File: src/rtl/syn_fifo_gen2.sv
// syn_fifo_gen2 -- single-clock FIFO with any DEPTH >= 2 (not only powers of two),
// registered occupancy count, threshold flags and sticky error flags.
//
// Optional feature macro: FIFO_FWFT_EN
//   undefined : an accepted read loads rdata at the clock edge and pulses rd_valid
//   defined   : first-word-fall-through; rdata shows the head word whenever the FIFO
//               is non-empty, rd_valid = (count > 0), an accepted read pops at the edge
//
// Ports
//   clk, rst          : clock, asynchronous active-high reset
//   wr_en, wdata      : write request and data
//   rd_en             : read request
//   clr_err           : synchronous clear of overflow/underflow
//   rdata, rd_valid   : read data and its qualifier
//   full, empty       : count == DEPTH / count == 0
//   almost_full/empty : count >= AF_LEVEL / count <= AE_LEVEL
//   count             : occupancy 0..DEPTH
//   overflow          : sticky, a write was rejected
//   underflow         : sticky, a read was rejected
module syn_fifo_gen2 #(
  parameter  int WIDTH     = 8,
  parameter  int DEPTH     = 16,
  parameter  int AF_LEVEL  = 12,
  parameter  int AE_LEVEL  = 4,
  localparam int PTR_WIDTH = $clog2(DEPTH),
  localparam int CNT_WIDTH = $clog2(DEPTH + 1)
) (
  input  logic                 clk,
  input  logic                 rst,
  input  logic                 wr_en,
  input  logic [WIDTH-1:0]     wdata,
  input  logic                 rd_en,
  input  logic                 clr_err,
  output logic [WIDTH-1:0]     rdata,
  output logic                 rd_valid,
  output logic                 full,
  output logic                 empty,
  output logic                 almost_full,
  output logic                 almost_empty,
  output logic [CNT_WIDTH-1:0] count,
  output logic                 overflow,
  output logic                 underflow
);

  localparam logic [PTR_WIDTH-1:0] LAST_PTR = PTR_WIDTH'(DEPTH - 1);
  localparam logic [CNT_WIDTH-1:0] FULL_CNT = CNT_WIDTH'(DEPTH);
  localparam logic [CNT_WIDTH-1:0] AF_CNT   = CNT_WIDTH'(AF_LEVEL);
  localparam logic [CNT_WIDTH-1:0] AE_CNT   = CNT_WIDTH'(AE_LEVEL);

  logic [WIDTH-1:0]     r_mem [DEPTH];
  logic [PTR_WIDTH-1:0] r_wr_ptr, r_rd_ptr;
  logic [CNT_WIDTH-1:0] r_count;
  logic                 r_overflow, r_underflow;
  logic                 w_rd_acc, w_wr_acc;

  // A read needs stored data; a write into a full FIFO is only legal when the
  // same-cycle read frees a slot. The read term never depends on the write, so
  // an empty FIFO with both requests takes only the write.
  assign w_rd_acc = rd_en && (r_count != '0);
  assign w_wr_acc = wr_en && ((r_count != FULL_CNT) || w_rd_acc);

  always_ff @(posedge clk or posedge rst) begin
    if (rst) begin
      r_wr_ptr    <= '0;
      r_rd_ptr    <= '0;
      r_count     <= '0;
      r_overflow  <= 1'b0;
      r_underflow <= 1'b0;
    end else begin
      // Explicit wrap compare: DEPTH need not be a power of two.
      if (w_wr_acc) r_wr_ptr <= (r_wr_ptr == LAST_PTR) ? '0 : r_wr_ptr + 1'b1;
      if (w_rd_acc) r_rd_ptr <= (r_rd_ptr == LAST_PTR) ? '0 : r_rd_ptr + 1'b1;
      case ({w_wr_acc, w_rd_acc})
        2'b10:   r_count <= r_count + 1'b1;
        2'b01:   r_count <= r_count - 1'b1;
        default: r_count <= r_count;
      endcase
      // A fresh error in the clear cycle wins over the clear.
      r_overflow  <= (r_overflow  & ~clr_err) | (wr_en & ~w_wr_acc);
      r_underflow <= (r_underflow & ~clr_err) | (rd_en & ~w_rd_acc);
    end
  end

  // Storage is deliberately not reset; the pointer/count reset discards it.
  always_ff @(posedge clk) begin
    if (w_wr_acc && !rst) r_mem[r_wr_ptr] <= wdata;
  end

`ifdef FIFO_FWFT_EN
  // Head word falls through; forced to zero while empty so reset shows rdata = 0.
  assign rdata    = (r_count != '0) ? r_mem[r_rd_ptr] : '0;
  assign rd_valid = (r_count != '0);
`else
  logic [WIDTH-1:0] r_rdata;
  logic             r_rd_valid;

  always_ff @(posedge clk or posedge rst) begin
    if (rst) begin
      r_rdata    <= '0;
      r_rd_valid <= 1'b0;
    end else begin
      if (w_rd_acc) r_rdata <= r_mem[r_rd_ptr];
      r_rd_valid <= w_rd_acc;
    end
  end

  assign rdata    = r_rdata;
  assign rd_valid = r_rd_valid;
`endif

  assign count        = r_count;
  assign full         = (r_count == FULL_CNT);
  assign empty        = (r_count == '0);
  assign almost_full  = (r_count >= AF_CNT);
  assign almost_empty = (r_count <= AE_CNT);
  assign overflow     = r_overflow;
  assign underflow    = r_underflow;

endmodule
File: config.mk
export PLATFORM = sky130hd
export DESIGN_NAME = syn_fifo_gen2
export DESIGN_NICKNAME = d
export VERILOG_FILES = /design/src/rtl/syn_fifo_gen2.sv
export SDC_FILE = /design/constraint.sdc
export NUM_CORES = 1
export LEC_CHECK = 0
export ABC_CLOCK_PERIOD_IN_PS = 5050
export CORE_ASPECT_RATIO = 1.25
export CORE_MARGIN = 1
export CORE_UTILIZATION = 40
export CTS_BUF_LIST = sky130_fd_sc_hd__clkbuf_2
export CTS_CLUSTER_SIZE = 24
export DETAILED_ROUTE_END_ITERATION = 10
export HOLD_SLACK_MARGIN = 0.08
export PLACE_DENSITY = 0.61
export SLEW_MARGIN = 15
export SYNTH_ARGS = -nofsm -noshare
export SYNTH_HDL_FRONTEND = slang
export SYNTH_SLANG_ARGS = --single-unit
export TNS_END_PERCENT = 1
File: constraint.sdc
create_clock -name clk -period 5.05 [get_ports clk]
set_input_delay 1.01 -clock clk [delete_from_list [all_inputs] [get_ports clk]]
set_output_delay 1.01 -clock clk [all_outputs]
set_load 0.005 [all_outputs]
### Word level (Yosys, flattened, before mapping)

Memories as Yosys holds them, arrays and structs flattened. A register that Yosys moved wholly into a read port is not among the register bits.
Cells that the tools add are included.

| cells by class | value |
|---|---|
| eq/ne operators | 6 |
| bitwise gates (word level) | 9 |
| magnitude comparators | 2 |
| reductions and logical operators | 8 |
| muxes and demuxes | 5 |
| add/sub/neg operators | 4 |

Operators with widths:

| kind | number |
|---|---|
| $pmux 5 s2 | 1 |
| $add 4x1->4 const B | 2 |
| $eq 4x4->1 const B | 2 |
| $mux 4 | 2 |
| $add 5x1->5 const B | 1 |
| $eq 5x5->1 const B | 1 |
| $ge 5x4->1 const B | 1 |
| $le 5x3->1 const B | 1 |
| $logic_not 5->1 | 1 |
| $ne 5x5->1 const B | 1 |
| $reduce_bool 5->1 | 1 |
| $sub 5x1->5 const B | 1 |
| $and 1x1->1 | 4 |
| $logic_and 1x1->1 | 3 |
| $not 1->1 | 3 |
| $eq 2x1->1 const B | 1 |
| $eq 2x2->1 const B | 1 |
| $mux 1 | 2 |
| $or 1x1->1 | 2 |
| $reduce_bool 2->1 | 1 |
| $logic_not 1->1 | 1 |
| $logic_or 1x1->1 | 1 |

| storage, ports and cells | value |
|---|---|
| logic and storage cells | 41 |
| memories | 1 |
| bits in registers | 16 |
| bits of input ports | 13 |
| bits in writable memories | 128 |

Memory list:

| memory | words | width | rd ports | clocked after memory_dff | write ports | line | text |
|---|---|---|---|---|---|---|---|
| r_mem | 16 | 8 | 1 | 1 | 1 | 50 | `logic [WIDTH-1:0] r_mem [DEPTH];` |

### Depth between registers and ports, before layout

Gate-level depths: netlist of run 1.

| logic depth | value |
|---|---|
| depth in word-level cells | 7 |
| depth in mapped cells | 10 |
| depth with buffers taken out | 8 |

### Worst setup path after synthesis of run 1

OpenSTA, ideal clock, no wires.

| path | value |
|---|---|
| path kind | flip-flop to flip-flop |
| start | register r_count[1], in the netlist count[1] |
| end | register r_count[4], in the netlist count[4] |
| slack | 1.624 ns |
| buffers on the path | 2 |
| data arrival time | 3.290 ns |
| period minus slack after synthesis | 3.426 ns |
| setup time | 0.136 ns |
| cell stages (with the launch flop) | 11 |
| data required time | 4.914 ns |
| cell sequence | dfrtp_1 or4_1 buf_2 o21ai_4 clkbuf_1 nor2_1 fa_1 a21o_1 a21oi_1 mux2_2 or3b_2 |

| between the ends | value |
|---|---|
| longest elaborated chain between the ends | 6 |
| elaborated cells on any way between the ends | 11 |
| classes of those cells | 2 x add/sub; 3 x eq/ne; 1 x mux; 5 x reduce/logical |

RTL lines:

| element | line | text |
|---|---|---|
| from (decl) | 52 | `logic [CNT_WIDTH-1:0] r_count;` |
| from (signal assigned) | 74 | `2'b10: r_count <= r_count + 1'b1;` |
| from (signal assigned) | 75 | `2'b01: r_count <= r_count - 1'b1;` |
| from (signal assigned) | 76 | `default: r_count <= r_count;` |
| $reduce_bool 5->1 | 59 | `assign w_rd_acc = rd_en && (r_count != '0);` |
| $logic_and 1x1->1 | 59 |  |
| $logic_or 1x1->1 | 60 | `assign w_wr_acc = wr_en && ((r_count != FULL_CNT) \|\| w_rd_acc);` |
| $logic_and 1x1->1 | 60 |  |
| $eq 2x1->1 or $eq 2x2->1 (tied branches) | 73 | `case ({w_wr_acc, w_rd_acc})` |
| $pmux 5 s2 or $reduce_bool 2->1 (tied branches) | n/a |  |

Several ways; a longest one is shown, not always the timed one.
A chain may end at the register's enable or synchronous reset.

### Worst setup path after layout of run 1

| path | value |
|---|---|
| start | register r_count[1], in the netlist count[1] |
| end | output empty |

| between the ends | value |
|---|---|
| longest elaborated chain between the ends | 1 |

RTL lines:

| element | line | text |
|---|---|---|
| $logic_not 5->1 | 113 | `assign empty = (r_count == '0);` |
| to (decl) | 37 | `output logic empty,` |

No other way between the ends.

==> reports/results.txt, run 1 <==
Setup repair after global routing left no endpoint under its margin. In this run the worst path has a maximum fanout of 7. After the last flow step, the layout net total stands at 396. The maximum clock skew at final layout is 0.0251 ns. The startpoint type of the worst setup path is a flip-flop. The tools report the DRC violations left as 0. For this run, the number of Yosys warnings is 0. DRC marker count from the first detailed-route iteration: 232. Data on the critical path arrives at its endpoint at 2.62 ns. Across the whole layout, storage elements account for 4440 um2. After detailed routing, the average wire length per cell comes to 21.0 um.

After clock tree synthesis, the clock-pin slew on the worst setup and hold paths is 0.21 ns. The layout has 1302 filler cells. Across the run, the number of max-cap violations was 0. The half-perimeter wire length after detailed placement was 7960 um. The top cell type's share of synthesized area is 62.4%, and the count of distinct cell types in the synthesized netlist is 39.

The most frequent cell after synthesis is edfxtp_1. The critical path capture point type was an output pin. For the worst-skew pair, the clock arrives at the later sink with an insertion delay of 0.72 ns.

In the finished design, the share of the clock period the worst path needs comes to 71.9%. For this design the ratio of total power to cell area is 496 nW/um2. The relative area change from synthesis to final layout was 13.3%; the post-synthesis async set-or-reset flop share was 15.8%. Summing all multi-input logic gate instances after layout gives 1610 um2. The worst slew margin relative to its limit was 36.0%. Input and output buffers added on the ports amount to 32. For this run the aggregate overflow at the end of global routing stands at 0. The logs give 0 for the final number of max-transition violations and 152 for the total clock sinks. The peak supply drop was 158 uV. No sink is reached through more buffers than the 2 on the longest clock path. For this design, the slowest cell found on the critical path is or4_1.

The time the final worst path needs with I/O delays and setup was 3.63 ns; the pin slew with the least headroom to its limit was 0.959 ns. The logs give 3268 for the via count of the first global-routing pass and 41.0% for the initial standard-cell utilization of the core. Counting instances in the post-synthesis netlist gives the leading cell types as 128 x edfxtp_1, 32 x mux4_2, 24 x dfrtp_1. In this run the post-CTS setup repair buffer count came out at 0. In this run the static leakage power is 2.37 nW. Summing internal, switching and leakage power gives 3.46 mW.

In this run the count of I/O pins placed on the die edge is 33. The first global-routing pass estimated 19000 um of wire. Of the cells placed in the final design, the portion with a size suffix greater than 1 is 20.4%. In this run the worst hold path is classified as reg2reg. After synthesis the netlist holds a flip-flop and latch count of 152. The run gives 0 as the hold violation count in the final report. TritonCTS created 17 clock buffers. From bottom edge to top edge, the die measures 141 um. The total inserted antenna cells was 0. TritonCTS built the clock tree. The pin count of the biggest net entering global routing is 37. Delay contributed by the slowest stage of the critical path: 0.70 ns. The run finished with clean final reports.

The root buffer cell was clkbuf_2. Row generation in the floorplan step produced 50 rows. The prevailing post-synth register cell was edfxtp_1.

The count of flip-flops with a built-in enable after synthesis works out to 128. The count of nets left with antenna violations after detail routing came out at 0. The core utilization of the finished layout was 46.5%; the detail-routed via count per cell was 5.45. The sum of buffers and inverters on the critical path is 1, and the floorplan die width is 113 um. For the number of H-tree levels, the log shows 4. The mean post-synth cell area was 18.6 um2.

The final route contains 3102 vias. Traced cell by cell, the critical path runs through or4_1 -> nor2_1 -> clkdlybuf4s50_1. The most critical setup path has its startpoint at count[1]. The area of the die is 15900 um2, and the final weighted congestion in routability-driven placement is 0.807. After clock tree synthesis, the flow added hold-fix buffers numbering 0. The worst path required time was 4.04 ns. For this run, the total global-route usage over all layers was measured as 16.7%. The number of antenna violations at the first check in global routing is 0.

The number of instances in the synthesized netlist came out at 332. The post-synthesis instance area was 6160 um2; the placeable core region was 15000 um2. The synthesized net count was 354. Among cell families on the critical path, the largest total delay comes from simple AND/OR/NAND/NOR gates. The synthesized design spends more area on one cell type than any other, namely edfxtp_1.

The post-detailed-routing wire length was 11900 um; the number of search-and-repair iterations in the first detailed-routing pass was 4. Once the clock tree was built, the resizer swapped 0 gates to a different size. The type of the worst setup path is reg2out.

The start of the worst register-to-register path was count[1]. The startpoint identified for the worst hold timing path is rdata[2]. In the post-synthesis netlist, the biggest area contributors are edfxtp_1 62%, mux4_2 12%, dfrtp_1 9.7%, mux2i_1 2.8%, ha_1 1.6%. Summed over all failing endpoints, the final setup total negative slack is 0 ns.

The tools report the proportion of synthesized chip area in sequential cells as 72.1%. Setup violations remaining at the end of the flow were counted as 0. The run gives 275 MHz as the fmax.
==> layout make-up <==
cell class              count  share of cell area [%]
repair buffers             39                    5.34
flip-flops and latches    152                    63.7
clock inverters            14                    2.85
clock buffers              18                    1.29
multi-input cells         154                    23.1
inverters                  10                   0.538
well taps                 182                    3.26
==> kinds of logic (layout without fill, tap and decap cells) <==
kind of cell	Yosys count	count (layout)	synth area share, %
AOI/OAI and AO/OA	31	31	3.86
xor gates and xnor gates	5	5	0.711
adders and majority gates	9	9	1.95
buffers and inverters	26	81	1.77
DFF	152	152	72.1
muxes	55	55	15.7
and+or+nand+nor	54	54	3.88
==> worst register-to-register path, delay by kind of cell (launching register included) <==
| family | cells | cell delay [ns] |
|---|---|---|
| muxes | 1 | 0.36 |
| adders and majority gates | 1 | 0.43 |
| and+or+nand+nor | 3 | 1.34 |
| DFF | 1 | 0.51 |
| AOI/OAI and AO/OA | 3 | 0.84 |
==> placed cells by master (no fill, tap or decap), types with 3 or more instances in the layout <==
cell / instances
dfrtp_1: 24
mux2_2: 4
inv_1: 9
buf_4: 7
mux4_2: 32
clkdlybuf4s50_1: 32
a21o_1: 5
ha_1: 8
o21ai_0: 5
clkinv_4: 3
nand2_1: 22
bufinv_16: 4
clkbuf_2: 18
xnor2_1: 3
a21oi_1: 3
nor2_1: 16
o221ai_1: 8
nand2b_1: 4
nor3_1: 6
mux2i_1: 17
edfxtp_1: 128
clkinvlp_4: 4
==> routing by layer <==
metal | GRT usage, % | up-vias | part of all wire [%]
met5 | 0 | - | 0
met4 | 6.09 | 0 | 2.0
met3 | 4.30 | 17 | 3.0
met2 | 27.3 | 80 | 50
met1 | 21.5 | 1600 | 45
li1 | - | 1405 | -
==> final timing paths <==
kind	end	slack (ns)	cells after the start
worst min-delay path	rdata[2]	0.53	2
worst max register to register	count[4]	1.47	8
worst min register to register	rdata[2]	0.53	2
worst max-delay path	empty	1.42	3
min in group asynchronous	r_rd_ptr[2]	0.82	2
max in group asynchronous	rdata[0]	3.67	2
==> where the power goes <==
group	switching (mW)	total, mW	internal (mW)
sequential	0.110	1.60	1.49
combinational	0.537	1.09	0.556
clock	0.437	0.768	0.331
total	1.08	3.46	2.38
==> sequential cells by signal (all words and copies together), names as in the netlist <==
signal and flops:
rdata 8, r_rd_ptr 4, count 5, overflow 1
rd_valid 1, underflow 1, r_wr_ptr 4, r_mem 128
==> per-stage QoR <==
| stage | hold slack [ns] | instance area (um2) | setup slack (ns) | std cells |
|---|---|---|---|---|
| global route | 0.568 | 6980 | 1.23 | 569 |
| CTS | 0.531 | 6980 | 1.33 | 569 |
| floorplan | 0.480 | 6160 | 1.62 | 332 |
| global placement | 0.481 | 6690 | 1.29 | 537 |
| detailed placement | 0.481 | 6690 | 1.24 | 537 |
| finish | 0.525 | 6980 | 1.42 | 569 |
(Power assumes the default switching activity.)
==> run 2, diff against run 1 <==
--- a/config.mk
+++ b/config.mk
@@ -5,7 +5,7 @@
 export SDC_FILE = /design/constraint.sdc
 export NUM_CORES = 1
 export LEC_CHECK = 0
-export ABC_CLOCK_PERIOD_IN_PS = 5050
+export ABC_CLOCK_PERIOD_IN_PS = 3350
 export CORE_ASPECT_RATIO = 1.25
 export CORE_MARGIN = 1
 export CORE_UTILIZATION = 40
==> constraint.sdc (replaced) <==
create_clock -name clk -period 3.35 [get_ports clk]
set_input_delay 0.67 -clock clk [delete_from_list [all_inputs] [get_ports clk]]
set_output_delay 0.67 -clock clk [all_outputs]
set_load 0.005 [all_outputs]
==> run 2 against run 1 <==
Compared with the run above: sequential share of layout area down 0.66 points; flip-flop and latch count is the same; sequential power grew 50%; global-route usage increased by 0.34 points; total power increased by 47%; cell count up 3.3%; design area grew 1.1%; critical path type unchanged; critical endpoint unchanged.
==> reports/results.txt, run 2 (synthesis results as in run 1) <==
The run finished with clean final reports. In this run the deepest clock path goes through 2 buffers. The smallest clock period supported by the final layout is computed as 3.20 ns. The finished layout holds 588 standard cells, fillers aside. Once layout is complete, the utilization of the core stands at 47.0%.

The met1 wire length came out at 5320 um. The initial standard-cell utilization of the core was 41.0%. Type of the worst setup path: reg2out.

The first global-routing pass estimated 19300 um of wire. For the pin with the worst max-slew slack, the measured transition is 0.967 ns. Across the run, the number of max-cap violations was 0. STA classifies the critical path endpoint as an output pin.

Registers take 4450 um2. The height of the die was 141 um. The library cells used most frequently in the layout, excluding fill and tap cells, are 128 x edfxtp_1, 32 x mux4_2, 32 x clkdlybuf4s50_1, 25 x buf_4. For the area of the die, the log shows 15900 um2.

CTS saw 152 sinks. Entering global routing, the biggest net connects 37 pins. Dividing the detail-routed wire length by the instance count gives 21.2 um.

The logs give 0 for the total of endpoints with negative setup slack in the final report and 7970 um for the half-perimeter wire length after detailed placement. The tools report the share of power burned in registers as 47.2%. The multi-input combinational cells in the finished layout cover a total of 1610 um2.

In the routed design, unresolved DRC markers number 0. The worst path required time is 2.68 ns. The net switching share of the total power was 31.8%.

Setup repair after global routing could not meet its margin everywhere. The clock group share of total power is 19.2%. The share of total power dissipated in combinational logic is 33.7%. Wire segments on met2 add up to 6480 um in the final route. The via count of the first global-routing pass was 3306.

Number of port buffers: 32. Summed over all layers, the routed wires come to 12400 um. The number of placed instances, taps included, is 554.

Counting the buffers created by CTS gives 17. The run gives 0.152 ns as the post-route worst setup slack. After clock tree synthesis, the clock-pin slew on the worst setup and hold paths is 0.22 ns. For the worst flop-to-flop path, the logic depth is 8. After clock tree synthesis, the flow added hold-fix buffers numbering 0.

The placeable core region is 15000 um2, and the arrival time at the worst endpoint is 2.53 ns. The tools report the total vias in the final route as 3190. The logs give 0 for the count of nets left with antenna violations after detail routing and 50 for the number of rows created at floorplan. The uppermost layer routed is met4. Leaving out fill and tap cells, the most frequent cell in the layout is edfxtp_1. Fill cells in the final layout number 1268. TritonCTS built the clock tree. Across the VDD grid, the largest voltage drop is 247 uV. The static leakage power is 2.44 nW, and the final weighted congestion in routability-driven placement is 0.867.

In this run the worst path has a maximum fanout of 7. The pre-antenna-repair detailed-routing pass consisted of 4 iterations. The number of flip-flops in the largest register came out at 128. Pin placement for this block handled 33 I/O pins. In the global route stage, overall resource usage came out at 17.0%. Number of antenna violations at the first check in global routing: 1. For this run, the top clock speed supported by timing is 313 MHz. After global routing the overflow that remains totals 0.

The final number of max-transition violations was 0. The hold violation count in the final report is 0, and the detail-routed via count per cell is 5.43. At the end of the flow, the number of nets in the layout was 414.

Type of the worst min-delay path: in2async. The insertion delay of the later-clocked pin in the worst-skew pair was 0.68 ns. Register containing the most flip-flops in the final layout: r_mem. In this run, the number of DRC markers left after iteration 0 of detailed routing was 246. Root buffer cell: clkbuf_2.

The fraction of final layout cells with drive strength greater than 1 was 23.7%; the post-placement setup slack was 0.0667 ns. The area growth from synthesis to layout is 14.5%. The power density over the cells is 720 nW/um2, and the post-route clock period utilization is 95.5%. The startpoint type of the worst setup path was a flip-flop.

The internal power of the cells totals 3.47 mW. Across the routed clock network, the largest skew measured is 0.0293 ns. For this design the total switching power over the nets is 1.62 mW. The number of H-tree levels was 4. Measured against its own limit, the worst slew margin works out to 35.4%. The die is 113 um wide.

After detailed routing, the met3 layer carries 403 um of wire.
## run 2: changes by cell type in the layout (fill, tap and decap cells not counted)
cell and delta:
buf_4 +18, diode_2 +1, clkinv_2 +1, bufinv_16 -2
dfrtp_2 +2, dfrtp_1 -2, clkbuf_2 +1, clkinv_1 +3
clkinv_4 -1, clkinvlp_4 -2
## run 2: power by group through the flow
stage / clock network, mW / registers, mW / logic (mW)
after detailed placement: 0 / 2.45 / 1.73
after floorplan: 0 / 2.41 / 1.14
after CTS: 1.01 / 2.40 / 1.75
after global routing: 1.07 / 2.42 / 1.86
final: 0.975 / 2.40 / 1.71
after global placement: 0 / 2.44 / 1.70
## run 2: timing repair
item                                    4_1_cts  5_1_grt
pin swaps                                     0        0
gates resized for setup                       1        1
endpoints found under the setup margin        1        2
buffers inserted                              1        0
## run 2: critical path, cell delays in order (launching register included)
cell and delay (ns):
dfrtp_2 0.48, or4_1 0.55, buf_4 0.20, nor2_1 0.11, clkdlybuf4s50_1 0.52
## run 2: metrics by stage
| step | hold slack (ns) | setup TNS (ns) | power (mW) | cell area, um2 |
|---|---|---|---|---|
| after floorplan | 0.480 | 0 | 3.55 | 6160 |
| after detailed placement | 0.481 | 0 | 4.17 | 6820 |
| after global placement | 0.482 | 0 | 4.14 | 6820 |
| final | 0.518 | 0 | 5.08 | 7060 |
| after CTS | 0.465 | 0 | 5.15 | 7060 |
| after global routing | 0.472 | -0.104 | 5.35 | 7060 |
## run 2: area by class of cell
| class | instances | area share [%] |
|---|---|---|
| antenna | 1 | 0.0354 |
| clock buffer | 19 | 1.35 |
| clock inverter | 13 | 1.86 |
| inverter | 10 | 0.532 |
| multi-input combinational | 154 | 22.8 |
| sequential | 152 | 63.0 |
| tap | 182 | 3.23 |
| timing repair buffer | 57 | 7.20 |
## run 2: worst paths after layout
check | to | from | slack [ns]
setup / recovery | empty | count[3] | 0.15
hold / removal | r_rd_ptr[0] | rst | 0.52
setup reg to reg | count[4] | count[3] | 0.26
hold reg to reg | rdata[1] | rdata[1] | 0.52
max in group asynchronous | count[1] | rst | 2.18
min in group clk | rdata[1] | rdata[1] | 0.52
## run 2: layer usage
layer,vias to the layer above,global-route usage [%]
met5,-,0
met2,86,28.8
met4,0,6.99
met1,1643,20.9
li1,1444,-
met3,17,4.17
